===== config.mk =====
export PLATFORM = sky130hd
export DESIGN_NAME = csr_regfile
export DESIGN_NICKNAME = d
export VERILOG_FILES = /design/src/rtl/csr_pkg.sv /design/src/rtl/csr_trap_unit.sv /design/src/rtl/csr_regfile.sv
export SDC_FILE = /design/constraint.sdc
export NUM_CORES = 1
export LEC_CHECK = 0
export ABC_CLOCK_PERIOD_IN_PS = 4400
export BUFFER_PORTS_ARGS = -buffer_cell sky130_fd_sc_hd__buf_2
export CAP_MARGIN = 20
export CORE_MARGIN = 4
export CORE_UTILIZATION = 25
export DETAILED_ROUTE_END_ITERATION = 8
export PLACE_DENSITY = 0.49
export SLEW_MARGIN = 15
export SYNTH_ARGS = -nofsm -noshare
export SYNTH_HDL_FRONTEND = slang
export SYNTH_SLANG_ARGS = --single-unit

===== constraint.sdc =====
create_clock -name clk -period 4.4 [get_ports clk]
set_clock_uncertainty 0.15 [all_clocks]
set_input_delay 0.22 -clock clk [delete_from_list [all_inputs] [get_ports clk]]
set_output_delay 0.22 -clock clk [all_outputs]
set_load 0.01 [all_outputs]

===== src/rtl/csr_pkg.sv =====
// rtl/csr_pkg.sv - CSR addresses, mstatus layout, write masks and mtvec mode; CSR_COUNTERS_EN adds mcycle/minstret
package csr_pkg;

    localparam logic [11:0] CSR_MSTATUS  = 12'h300;
    localparam logic [11:0] CSR_MIE      = 12'h304;
    localparam logic [11:0] CSR_MTVEC    = 12'h305;
    localparam logic [11:0] CSR_MSCRATCH = 12'h340;
    localparam logic [11:0] CSR_MEPC     = 12'h341;
    localparam logic [11:0] CSR_MCAUSE   = 12'h342;
    localparam logic [11:0] CSR_MTVAL    = 12'h343;
    localparam logic [11:0] CSR_MCYCLE   = 12'hB00;
    localparam logic [11:0] CSR_MINSTRET = 12'hB02;

    localparam int MSTATUS_MIE_BIT  = 3;
    localparam int MSTATUS_MPIE_BIT = 7;
    localparam int MSTATUS_MPP_LO   = 11;
    localparam int MSTATUS_MPP_HI   = 12;
    localparam logic [1:0] MSTATUS_MPP_M = 2'b11;

    localparam logic [63:0] MSTATUS_WMASK = 64'h0000_0000_0000_0088;
    localparam logic [63:0] MEPC_WMASK    = 64'hFFFF_FFFF_FFFF_FFFC;
    localparam logic [63:0] MTVEC_WMASK   = 64'hFFFF_FFFF_FFFF_FFFD;
    localparam logic [63:0] MTVEC_BASE_MASK = 64'hFFFF_FFFF_FFFF_FFFC;

    typedef enum logic {
        MTVEC_DIRECT   = 1'b0,
        MTVEC_VECTORED = 1'b1
    } mtvec_mode_e;

    // Architectural view of mstatus: MPP hardwired to M-mode, only MIE/MPIE live
    function automatic logic [63:0] mstatus_view(input logic mie, input logic mpie);
        logic [63:0] v;
        v = '0;
        v[MSTATUS_MPP_HI:MSTATUS_MPP_LO] = MSTATUS_MPP_M;
        v[MSTATUS_MPIE_BIT] = mpie;
        v[MSTATUS_MIE_BIT]  = mie;
        return v;
    endfunction

    function automatic logic csr_implemented(input logic [11:0] addr);
        logic hit;
        hit = (addr == CSR_MSTATUS) || (addr == CSR_MIE) || (addr == CSR_MTVEC) ||
              (addr == CSR_MSCRATCH) || (addr == CSR_MEPC) || (addr == CSR_MCAUSE) ||
              (addr == CSR_MTVAL);
`ifdef CSR_COUNTERS_EN
        hit = hit || (addr == CSR_MCYCLE) || (addr == CSR_MINSTRET);
`endif
        return hit;
    endfunction

endpackage


===== src/rtl/csr_trap_unit.sv =====
// rtl/csr_trap_unit.sv - combinational trap entry / MRET next-state and redirect target
module csr_trap_unit
    import csr_pkg::*;
#(
    parameter int XLEN = 64
) (
    input  logic            trap_valid,
    input  logic            mret_valid,
    input  logic            cause_irq,
    input  logic [5:0]      cause_code,
    input  logic [XLEN-1:0] trap_pc,
    input  logic [XLEN-1:0] mtvec,
    input  logic [XLEN-1:0] mepc,
    input  logic            mie,
    input  logic            mpie,
    output logic            event_valid,
    output logic            mie_next,
    output logic            mpie_next,
    output logic [XLEN-1:0] mepc_next,
    output logic [XLEN-1:0] redirect_pc_next
);

    logic [XLEN-1:0] base;
    mtvec_mode_e     mode;

    assign base = mtvec & XLEN'(MTVEC_BASE_MASK);
    assign mode = mtvec_mode_e'(mtvec[0]);

    // Trap beats MRET; mepc/mstatus inputs are already the post-WB-write values
    always_comb begin
        event_valid      = trap_valid | mret_valid;
        mie_next         = mie;
        mpie_next        = mpie;
        mepc_next        = mepc;
        redirect_pc_next = '0;
        if (trap_valid) begin
            mie_next  = 1'b0;
            mpie_next = mie;
            mepc_next = trap_pc & XLEN'(MEPC_WMASK);
            if (mode == MTVEC_VECTORED && cause_irq) begin
                redirect_pc_next = base + XLEN'({cause_code, 2'b00});
            end else begin
                redirect_pc_next = base;
            end
        end else if (mret_valid) begin
            mie_next         = mpie;
            mpie_next        = 1'b1;
            redirect_pc_next = mepc;
        end
    end

endmodule


===== src/rtl/csr_regfile.sv =====
// rtl/csr_regfile.sv - machine-mode CSR storage, bypassed read port, trap/MRET redirect; CSR_COUNTERS_EN adds mcycle/minstret
module csr_regfile
    import csr_pkg::*;
#(
    parameter int              XLEN        = 64,
    parameter logic [XLEN-1:0] RESET_MTVEC = '0
) (
    input  logic            clk,
    input  logic            rstn,
    input  logic [11:0]     rd_addr,
    output logic [XLEN-1:0] rd_data,
    output logic            rd_illegal,
    input  logic            wb_we,
    input  logic [11:0]     wb_addr,
    input  logic [XLEN-1:0] wb_wdata,
    input  logic            trap_valid,
    input  logic [XLEN-1:0] trap_cause,
    input  logic [XLEN-1:0] trap_pc,
    input  logic [XLEN-1:0] trap_tval,
    input  logic            mret_valid,
    output logic            redirect_valid,
    output logic [XLEN-1:0] redirect_pc,
`ifdef CSR_COUNTERS_EN
    input  logic            instret_inc,
`endif
    output logic            mstatus_mie
);

    logic            mstatus_mie_q, mstatus_mie_d;
    logic            mstatus_mpie_q, mstatus_mpie_d;
    logic [XLEN-1:0] csr_mie_q, csr_mie_d;
    logic [XLEN-1:0] mtvec_q, mtvec_d;
    logic [XLEN-1:0] mscratch_q, mscratch_d;
    logic [XLEN-1:0] mepc_q, mepc_d;
    logic [XLEN-1:0] mcause_q, mcause_d;
    logic [XLEN-1:0] mtval_q, mtval_d;
    logic            redirect_valid_q, redirect_valid_d;
    logic [XLEN-1:0] redirect_pc_q, redirect_pc_d;
`ifdef CSR_COUNTERS_EN
    logic [XLEN-1:0] mcycle_q, mcycle_d;
    logic [XLEN-1:0] minstret_q, minstret_d;
`endif

    logic            wb_commit;
    logic [XLEN-1:0] wb_masked;
    logic            st_mie_w, st_mpie_w;
    logic [XLEN-1:0] mepc_w, mcause_w, mtval_w;
    logic            rd_bypass;

    logic            tu_event, tu_mie, tu_mpie;
    logic [XLEN-1:0] tu_mepc, tu_redirect_pc;

    // A trapping instruction never commits its own CSR write
    assign wb_commit = wb_we & ~trap_valid;

    // Apply per-CSR write masks to WB data; shared by the bypass and the commit
    always_comb begin
        wb_masked = wb_wdata;
        case (wb_addr)
            CSR_MSTATUS: wb_masked = XLEN'(mstatus_view(wb_wdata[MSTATUS_MIE_BIT],
                                                        wb_wdata[MSTATUS_MPIE_BIT]));
            CSR_MEPC:    wb_masked = wb_wdata & XLEN'(MEPC_WMASK);
            CSR_MTVEC:   wb_masked = wb_wdata & XLEN'(MTVEC_WMASK);
            default:     ;
        endcase
    end

    // WB commit stage: post-write values that trap/MRET sequencing then builds on
    always_comb begin
        csr_mie_d  = csr_mie_q;
        mtvec_d    = mtvec_q;
        mscratch_d = mscratch_q;
        mepc_w     = mepc_q;
        mcause_w   = mcause_q;
        mtval_w    = mtval_q;
        st_mie_w   = mstatus_mie_q;
        st_mpie_w  = mstatus_mpie_q;
`ifdef CSR_COUNTERS_EN
        mcycle_d   = mcycle_q + XLEN'(1);
        minstret_d = minstret_q + XLEN'(instret_inc);
`endif
        if (wb_commit) begin
            case (wb_addr)
                CSR_MSTATUS: begin
                    st_mie_w  = wb_wdata[MSTATUS_MIE_BIT];
                    st_mpie_w = wb_wdata[MSTATUS_MPIE_BIT];
                end
                CSR_MIE:      csr_mie_d  = wb_masked;
                CSR_MTVEC:    mtvec_d    = wb_masked;
                CSR_MSCRATCH: mscratch_d = wb_masked;
                CSR_MEPC:     mepc_w     = wb_masked;
                CSR_MCAUSE:   mcause_w   = wb_masked;
                CSR_MTVAL:    mtval_w    = wb_masked;
`ifdef CSR_COUNTERS_EN
                CSR_MCYCLE:   mcycle_d   = wb_masked;
                CSR_MINSTRET: minstret_d = wb_masked;
`endif
                default:      ;
            endcase
        end
    end

    csr_trap_unit #(.XLEN(XLEN)) u_trap (
        .trap_valid       (trap_valid),
        .mret_valid       (mret_valid),
        .cause_irq        (trap_cause[XLEN-1]),
        .cause_code       (trap_cause[5:0]),
        .trap_pc          (trap_pc),
        .mtvec            (mtvec_q),
        .mepc             (mepc_w),
        .mie              (st_mie_w),
        .mpie             (st_mpie_w),
        .event_valid      (tu_event),
        .mie_next         (tu_mie),
        .mpie_next        (tu_mpie),
        .mepc_next        (tu_mepc),
        .redirect_pc_next (tu_redirect_pc)
    );

    // Event stage: fold trap/MRET results over the committed values
    always_comb begin
        mstatus_mie_d    = tu_mie;
        mstatus_mpie_d   = tu_mpie;
        mepc_d           = tu_mepc;
        mcause_d         = trap_valid ? trap_cause : mcause_w;
        mtval_d          = trap_valid ? trap_tval  : mtval_w;
        redirect_valid_d = tu_event;
        redirect_pc_d    = tu_event ? tu_redirect_pc : redirect_pc_q;
    end

    // CSR state and the redirect pulse; reset also kills a pending redirect
    always_ff @(posedge clk or negedge rstn) begin
        if (!rstn) begin
            mstatus_mie_q    <= 1'b0;
            mstatus_mpie_q   <= 1'b0;
            csr_mie_q        <= '0;
            mtvec_q          <= RESET_MTVEC;
            mscratch_q       <= '0;
            mepc_q           <= '0;
            mcause_q         <= '0;
            mtval_q          <= '0;
            redirect_valid_q <= 1'b0;
            redirect_pc_q    <= '0;
`ifdef CSR_COUNTERS_EN
            mcycle_q         <= '0;
            minstret_q       <= '0;
`endif
        end else begin
            mstatus_mie_q    <= mstatus_mie_d;
            mstatus_mpie_q   <= mstatus_mpie_d;
            csr_mie_q        <= csr_mie_d;
            mtvec_q          <= mtvec_d;
            mscratch_q       <= mscratch_d;
            mepc_q           <= mepc_d;
            mcause_q         <= mcause_d;
            mtval_q          <= mtval_d;
            redirect_valid_q <= redirect_valid_d;
            redirect_pc_q    <= redirect_pc_d;
`ifdef CSR_COUNTERS_EN
            mcycle_q         <= mcycle_d;
            minstret_q       <= minstret_d;
`endif
        end
    end

    // Read port: register view, overridden by the masked WB value on an address match
    always_comb begin
        rd_illegal = ~csr_implemented(rd_addr);
        rd_bypass  = wb_we & ~trap_valid & ~mret_valid & (wb_addr == rd_addr) & ~rd_illegal;
        rd_data    = '0;
        case (rd_addr)
            CSR_MSTATUS:  rd_data = XLEN'(mstatus_view(mstatus_mie_q, mstatus_mpie_q));
            CSR_MIE:      rd_data = csr_mie_q;
            CSR_MTVEC:    rd_data = mtvec_q;
            CSR_MSCRATCH: rd_data = mscratch_q;
            CSR_MEPC:     rd_data = mepc_q;
            CSR_MCAUSE:   rd_data = mcause_q;
            CSR_MTVAL:    rd_data = mtval_q;
`ifdef CSR_COUNTERS_EN
            CSR_MCYCLE:   rd_data = mcycle_q;
            CSR_MINSTRET: rd_data = minstret_q;
`endif
            default:      rd_data = '0;
        endcase
        if (rd_bypass) begin
            rd_data = wb_masked;
        end
    end

    assign redirect_valid = redirect_valid_q;
    assign redirect_pc    = redirect_pc_q;
    assign mstatus_mie    = mstatus_mie_q;

endmodule


==> run_results.csv, run 1 <==
group,metric,value,unit
global_route,antenna_found_initial,7,
timing,maxSlewHeadroom,0.2253,
timing,hold_ws,0.05127,ns
timing,fin_crit,3.656,ns
run,max_cap_viol_count,0,
synth,async_flop_share,1.000,
global_route,grt_use_total,0.2143,
global_route,grt_pass1_wl,163.5,mm
synth,synthXorXnorAreaFrac,0.02353,
timing,rsz0062_at_grt,"false",
synth,synthMuxAreaShare,0.06020,
synth,synthAdderAreaFrac,0.003992,
power_and_ir_drop,total_power,0.01054,W
synth,yosys_most_used_dff,"dfrtp_1",
clock_tree,numCtsBuffers,54,
route,drc,0,
synth,synth_top_area_frac,0.4738,
cells_and_area,syn2layout_area_growth,40.36,%
clock_tree,path_clk_slew,0.06,ns
synth,ys_types,72,
power_and_ir_drop,peakVddDrop,0.2600,mV
floorplanning,dieArea,100300,um2
clock_tree,cts.htree.levels,2,
timing,setup_violations,0,
synth,synthTopCellsByArea,"dfrtp_1 (47%), nand2_1 (7.5%), o21ai_0 (5.9%), a221o_1 (5.7%), mux2i_1 (5.5%)",
synth,synthSimpleGateAreaFrac,0.1530,
status,status,"completed",
timing,fmax,0.2735,GHz
synth,synth_top_family_by_area,"compound AO/OA/AOI/OAI gates",
timing,worst_pin_slew,1.151,ns
timing,slew_viol_final,0,
cells_and_area,fin_nets,3565,
setup_path,startpoint_type,"flop",
clock_tree,clockBufferDepth,3,
timing,hold_violations,0,
cells_and_area,instances_no_fill,4574,
cells_and_area,fill_cells,9657,
clock_tree,clkSinkCount,451,
route,dr.pass1.iters,8,
floorplanning,core_area,93890,um2
placement,port_buffers,413,
cells_and_area,drive_above_1_share,0.1858,
cells_and_area,final_cell_area,33430,um2
synth,syn-num-nets,2846,
cells_and_area,final_common_cell,"nand2_1",
route,via_count,24240,
placement,dp_hpwl,72.30,mm
setup_path,worst-setup-path-type,"reg2reg",
synth,synth_area_per_cell,9.327,um2
power_and_ir_drop,p_per_area,315.2,nW/um2
synth,synth_top_area_cell,"dfrtp_1",
floorplanning,dieHeight,316.7,um
setup_path,required,4.75,ns
placement,gp_congestion,0.7854,
synth,synth-compound-area-share,0.2446,
global_route,grt_max_degree,142,
route,totalWireLength,110.2,mm
clock_tree,cts-root-buf,"clkbuf_16",
floorplanning,fp.dieW,316.7,um
clock_tree,cts_tree,"done",
route,viasPerCell,5.300,
route,routedWlPerCell,24.10,um
floorplanning,start_util,0.2537,
synth,syn_area,23820,um2
floorplanning,row_count,112,
setup_path,critical_path.endpoint_type,"flop",
min_path,holdCritPathClass,"in2async",
placement,dpl-instance-area,27400,um2
route,initialDrtViolationCount,2115,
timing,setup_tns,0,ns
global_route,grt_pass1_vias,24910,
cells_and_area,final_cell_mix,"nand2_1 (474), dfrtp_1 (451), dlygate4sd3_1 (416)",
synth,synth_seq_cells,451,
power_and_ir_drop,power.leakage,14.86,nW
route,ant_nets,0,
clock_tree,cts.repair.resized,0,
placement,dp.cells,4054,
setup_path,worstPathArrival,4.01,ns
synth,syn_inst,2554,
floorplanning,pin_count,416,
timing,fin_crit_sh,0.8309,
synth,ys_warn_count,0,
global_route,gr-total-overflow,0,
synth,synth-edff-count,0,
clock_tree,clock_latency,0.63,ns
setup_path,crit_path_max_fanout,9,
synth,ys_seq_area_frac,0.4738,
==> per-stage QoR <==
stage / utilization / setup slack (ns)
final: 0.3561 / 0.7441
after global routing: 0.3561 / 0.5360
after CTS: 0.3557 / 0.7036
after detailed placement: 0.2918 / 1.037
after global placement: 0.2918 / 1.038
after floorplan: - / 1.693
==> cell usage after synthesis, drive strengths merged (56+ instances only) <==
cell    count
clkbuf    174
a22oi     134
nand2     478
o21ai     291
nor2      172
buf        56
mux2i     132
a221o     136
dfrtp     451
a211oi     68
a221oi     71
==> final cells by class <==
class,instances,area (um2),area share
sequential,451,11290,0.3375
antenna,5,12.51,0.0003742
tap,1254,1569,0.04693
timing repair buffer,893,6948,0.2078
inverter,18,67.56,0.002021
multi-input combinational,1855,11720,0.3505
clock inverter,17,219.0,0.006549
clock buffer,81,1614,0.04827
==> critical path, cell delays in order, from the launching register on <==
cell,delay [ns]
dfrtp_1,0.40
ha_1,0.24
fa_1,0.24
a21o_1,0.16
a31oi_1,0.10
buf_4,0.19
or3_1,0.69
nor3_2,0.44
o21ai_0,0.14
a41o_1,0.21
dlygate4sd3_1,0.55
==> report_power, final <==
part           internal, W  switching, W  total [W]
Clock              0.00276       0.00194    0.00470
Combinational     0.000659      0.000684    0.00134
Sequential         0.00434      0.000151    0.00450
==> metal layers <==
metal	routed length, um	up-vias	track usage
met1	48520	12190	0.2895
met3	6558	222	0.03163
met5	27	-	0
li1	-	10890	-
met2	51030	931	0.3494
met4	4098	4	0.07745
==> worst paths after layout <==
kind	from	endpoint	slack (ns)	depth (start not counted)
worst max-delay path	mtvec_q[2]	redirect_pc[42]	0.74	10
worst min-delay path	rstn	mcause_q[51]	0.05	2
worst max register to register	mtvec_q[2]	redirect_pc[42]	0.74	10
worst min register to register	csr_mie_q[19]	csr_mie_q[19]	0.33	2
max in group asynchronous	rstn	mcause_q[19]	2.94	3
min in group clk	wb_addr[2]	csr_mie_q[0]	0.07	3
==> kinds of logic after synthesis <==
group	after synthesis
and+or+nand+nor	822
buffers and inverters	248
xor gates and xnor gates	64
AOI/OAI and AO/OA	821
muxes	141
adders and majority gates	7
DFF	451
==> state kept, by name, summed over array words and instances (netlist names) <==
signal	flops
mtvec_q	64
mscratch_q	64
csr_mie_q	64
redirect_valid	1
redirect_pc	64
mstatus_mpie_q	1
mstatus_mie	1
mepc_q	64
mcause_q	64
mtval_q	64
==> what timing repair did <==
item | in CTS | in global routing
hold buffers | 416 | 0
hold endpoints to repair | 570 | 0
setup buffers | 0 | 0
Note: power is estimated with default switching activity, not from simulation.
==> inputs of run 2 (changes only) <==
ABC_CLOCK_PERIOD_IN_PS = 3190   (was 4400)
PLACE_DENSITY = 0.5   (was 0.49)
clock period = 3.19 ns   (was 4.4 ns; I/O delays follow)
==> run 2 against run 1 <==
  * Sequential cell count is the same
  * Critical endpoint is now mepc_q[50]
  * First-iteration DRC count shrank 6.3%
  * Count of clock-buffer cells in the layout grew 1
  * Largest power group unchanged
==> run_results.csv, run 2 (synthesis results as in run 1) <==
group,metric,value,unit
timing,setup_tns,0,ns
setup_path,crit_family,"buffers and inverters",
timing,worst_pin_slew,1.126,ns
clock_tree,clockBufferDepth,3,
clock_tree,cts-root-buf,"clkbuf_16",
placement,dp_hpwl,75.36,mm
floorplanning,pin_count,416,
timing,rsz0062_at_grt,"false",
route,via_count,24370,
setup_path,cpPeakStageDelay,0.69,ns
floorplanning,fp.dieW,316.7,um
clock_tree,cts.htree.levels,2,
setup_path,critical_path.endpoint_type,"flop",
route,initialDrtViolationCount,1981,
min_path,hp-start,"trap_valid",
setup_path,reg2regPathDepth,10,
setup_path,startpoint_type,"input pin",
min_path,holdCritPathClass,"in2reg",
setup_path,crit_path_max_fanout,70,
power_and_ir_drop,total_power,0.01450,W
timing,finalWorstSetupSlack,0.2368,ns
global_route,grt_max_degree,155,
clock_tree,clock_latency,0.64,ns
cells_and_area,drive_above_1_share,0.1988,
setup_path,r2r_end,"redirect_pc[58]",
cells_and_area,final_common_cell,"nand2_1",
status,status,"completed",
route,dr.pass1.iters,6,
cells_and_area,syn2layout_area_growth,43.36,%
setup_path,crit_top_cell,"dlygate4sd3_1",
route,drc,0,
cells_and_area,final_cell_mix,"nand2_1 (474), dfrtp_1 (451), dlygate4sd3_1 (441)",
min_path,holdPathStages,3,
route,viasPerCell,5.238,
global_route,antenna_found_initial,3,
setup_path,r2r_slack,0.27,ns
cells_and_area,fill_cells,9519,
timing,fin_crit,2.953,ns
route,totalWireLength,110.9,mm
run,max_cap_viol_count,0,
floorplanning,dieArea,100300,um2
placement,gp_congestion,0.8068,
clock_tree,numCtsBuffers,54,
placement,port_buffers,413,
setup_path,path_cells,"buf_8 > dlygate4sd3_1 > buf_4 > buf_6 > a22oi_1 > dlygate4sd3_1 > nand2_1 > dlygate4sd3_1",
setup_path,required,3.62,ns
setup_path,worst-setup-path-type,"in2reg",
setup_path,worstPathArrival,3.38,ns
global_route,grt_pass1_wl,163.7,mm
cells_and_area,post-route-util,0.3637,
timing,fmax,0.3386,GHz
clock_tree,path_clk_slew,0.07,ns
route,routedWlPerCell,23.84,um
global_route,gr-total-overflow,0,
global_route,grt_pass1_vias,24790,
setup_path,path_buf_inv,6,
timing,setup_violations,0,
clock_tree,cts_tree,"done",
placement,place_ws,0.1405,ns
timing,hold_violations,0,
power_and_ir_drop,power.leakage,15.28,nW
power_and_ir_drop,p_per_area,424.6,nW/um2
setup_path,r2r-start,"mtvec_q[2]",
floorplanning,row_count,112,
power_and_ir_drop,peakVddDrop,0.3390,mV
cells_and_area,fin_nets,3645,
timing,fin_crit_sh,0.9258,
setup_path,cpMaxStageDelayCell,"dlygate4sd3_1",
clock_tree,clkSinkCount,451,
global_route,grt_use_total,0.2150,
min_path,hold_end,"redirect_pc[3]",
route,ant_nets,0,
floorplanning,core_area,93890,um2
timing,slew_viol_final,0,
floorplanning,start_util,0.2537,
floorplanning,dieHeight,316.7,um
timing,maxSlewHeadroom,0.2477,
run 2: cell types whose count changed in the layout (fill, tap and decap cells not counted), sizes merged:
cell	change
diode	-2
clkinvlp	-3
bufinv	-2
clkbuf	+1
buf	+55
dlygate4sd3	+25
clkinv	+3
inv	+1
run 2: layout make-up:
class                           instances  area [um2]  area share
Multi-Input combinational cell       1855       11730      0.3435
Clock buffer                           82        1647     0.04822
Timing Repair Buffer                  973        7695      0.2253
Sequential cell                       451       11290      0.3305
Tap cell                             1254        1569     0.04595
Antenna cell                            3       7.507   0.0002198
Clock inverter                         16       148.9    0.004360
Inverter                               18       67.56    0.001979
run 2: how the worst max path moves through the flow:
stage | slack, ns | cells past startpoint | from | to
finish | 0.24 | 8 | trap_valid | mepc_q[50]
global route | 0.14 | 8 | trap_valid | mepc_q[50]
CTS | 0.11 | 10 | rd_addr[3] | rd_data[34]
detailed placement | 0.14 | 9 | rd_addr[3] | rd_data[34]
global placement | 0.14 | 10 | rd_addr[3] | rd_data[34]
floorplan | 0.48 | 7 | mtvec_q[7] | redirect_pc[45]
run 2: tightest hold or removal path, stage by stage:
cell     delay [ns]
buf_8          0.12
buf_12         0.24
a21oi_1        0.22
run 2: layer usage:
metal,up-vias,track usage,part of all wire
met2,886,0.3533,0.47
met5,-,0,0
met3,179,0.03431,0.062
met4,0,0.06724,0.030
met1,12250,0.2908,0.44
li1,11050,-,-
run 2: timing repair:
| item | CTS | global route |
|---|---|---|
| endpoints found under the setup margin | 0 | 2 |
| resized for setup | 0 | 2 |
| hold buffers | 441 | 0 |
| buffers inserted | 0 | 0 |
| hold endpoints to repair | 658 | 0 |
run 2: through the flow:
step	cell area [um2]	hold slack (ns)	cells
after floorplan	23820	-0.2861	2554
after global placement	27920	0.1319	4110
after detailed placement	27920	0.1308	4110
after CTS	34130	0.005447	4649
after global routing	34140	0.06768	4650
final	34150	0.02562	4652
run 2: power breakdown:
part	switching (W)	total (W)	leakage (nW)	internal [W]
registers	0.000214	0.00621	5.91	0.00599
clock network	0.00267	0.00637	0.900	0.00370
logic	0.000959	0.00192	8.46	0.000966
total	0.00384	0.0145	15.3	0.0107
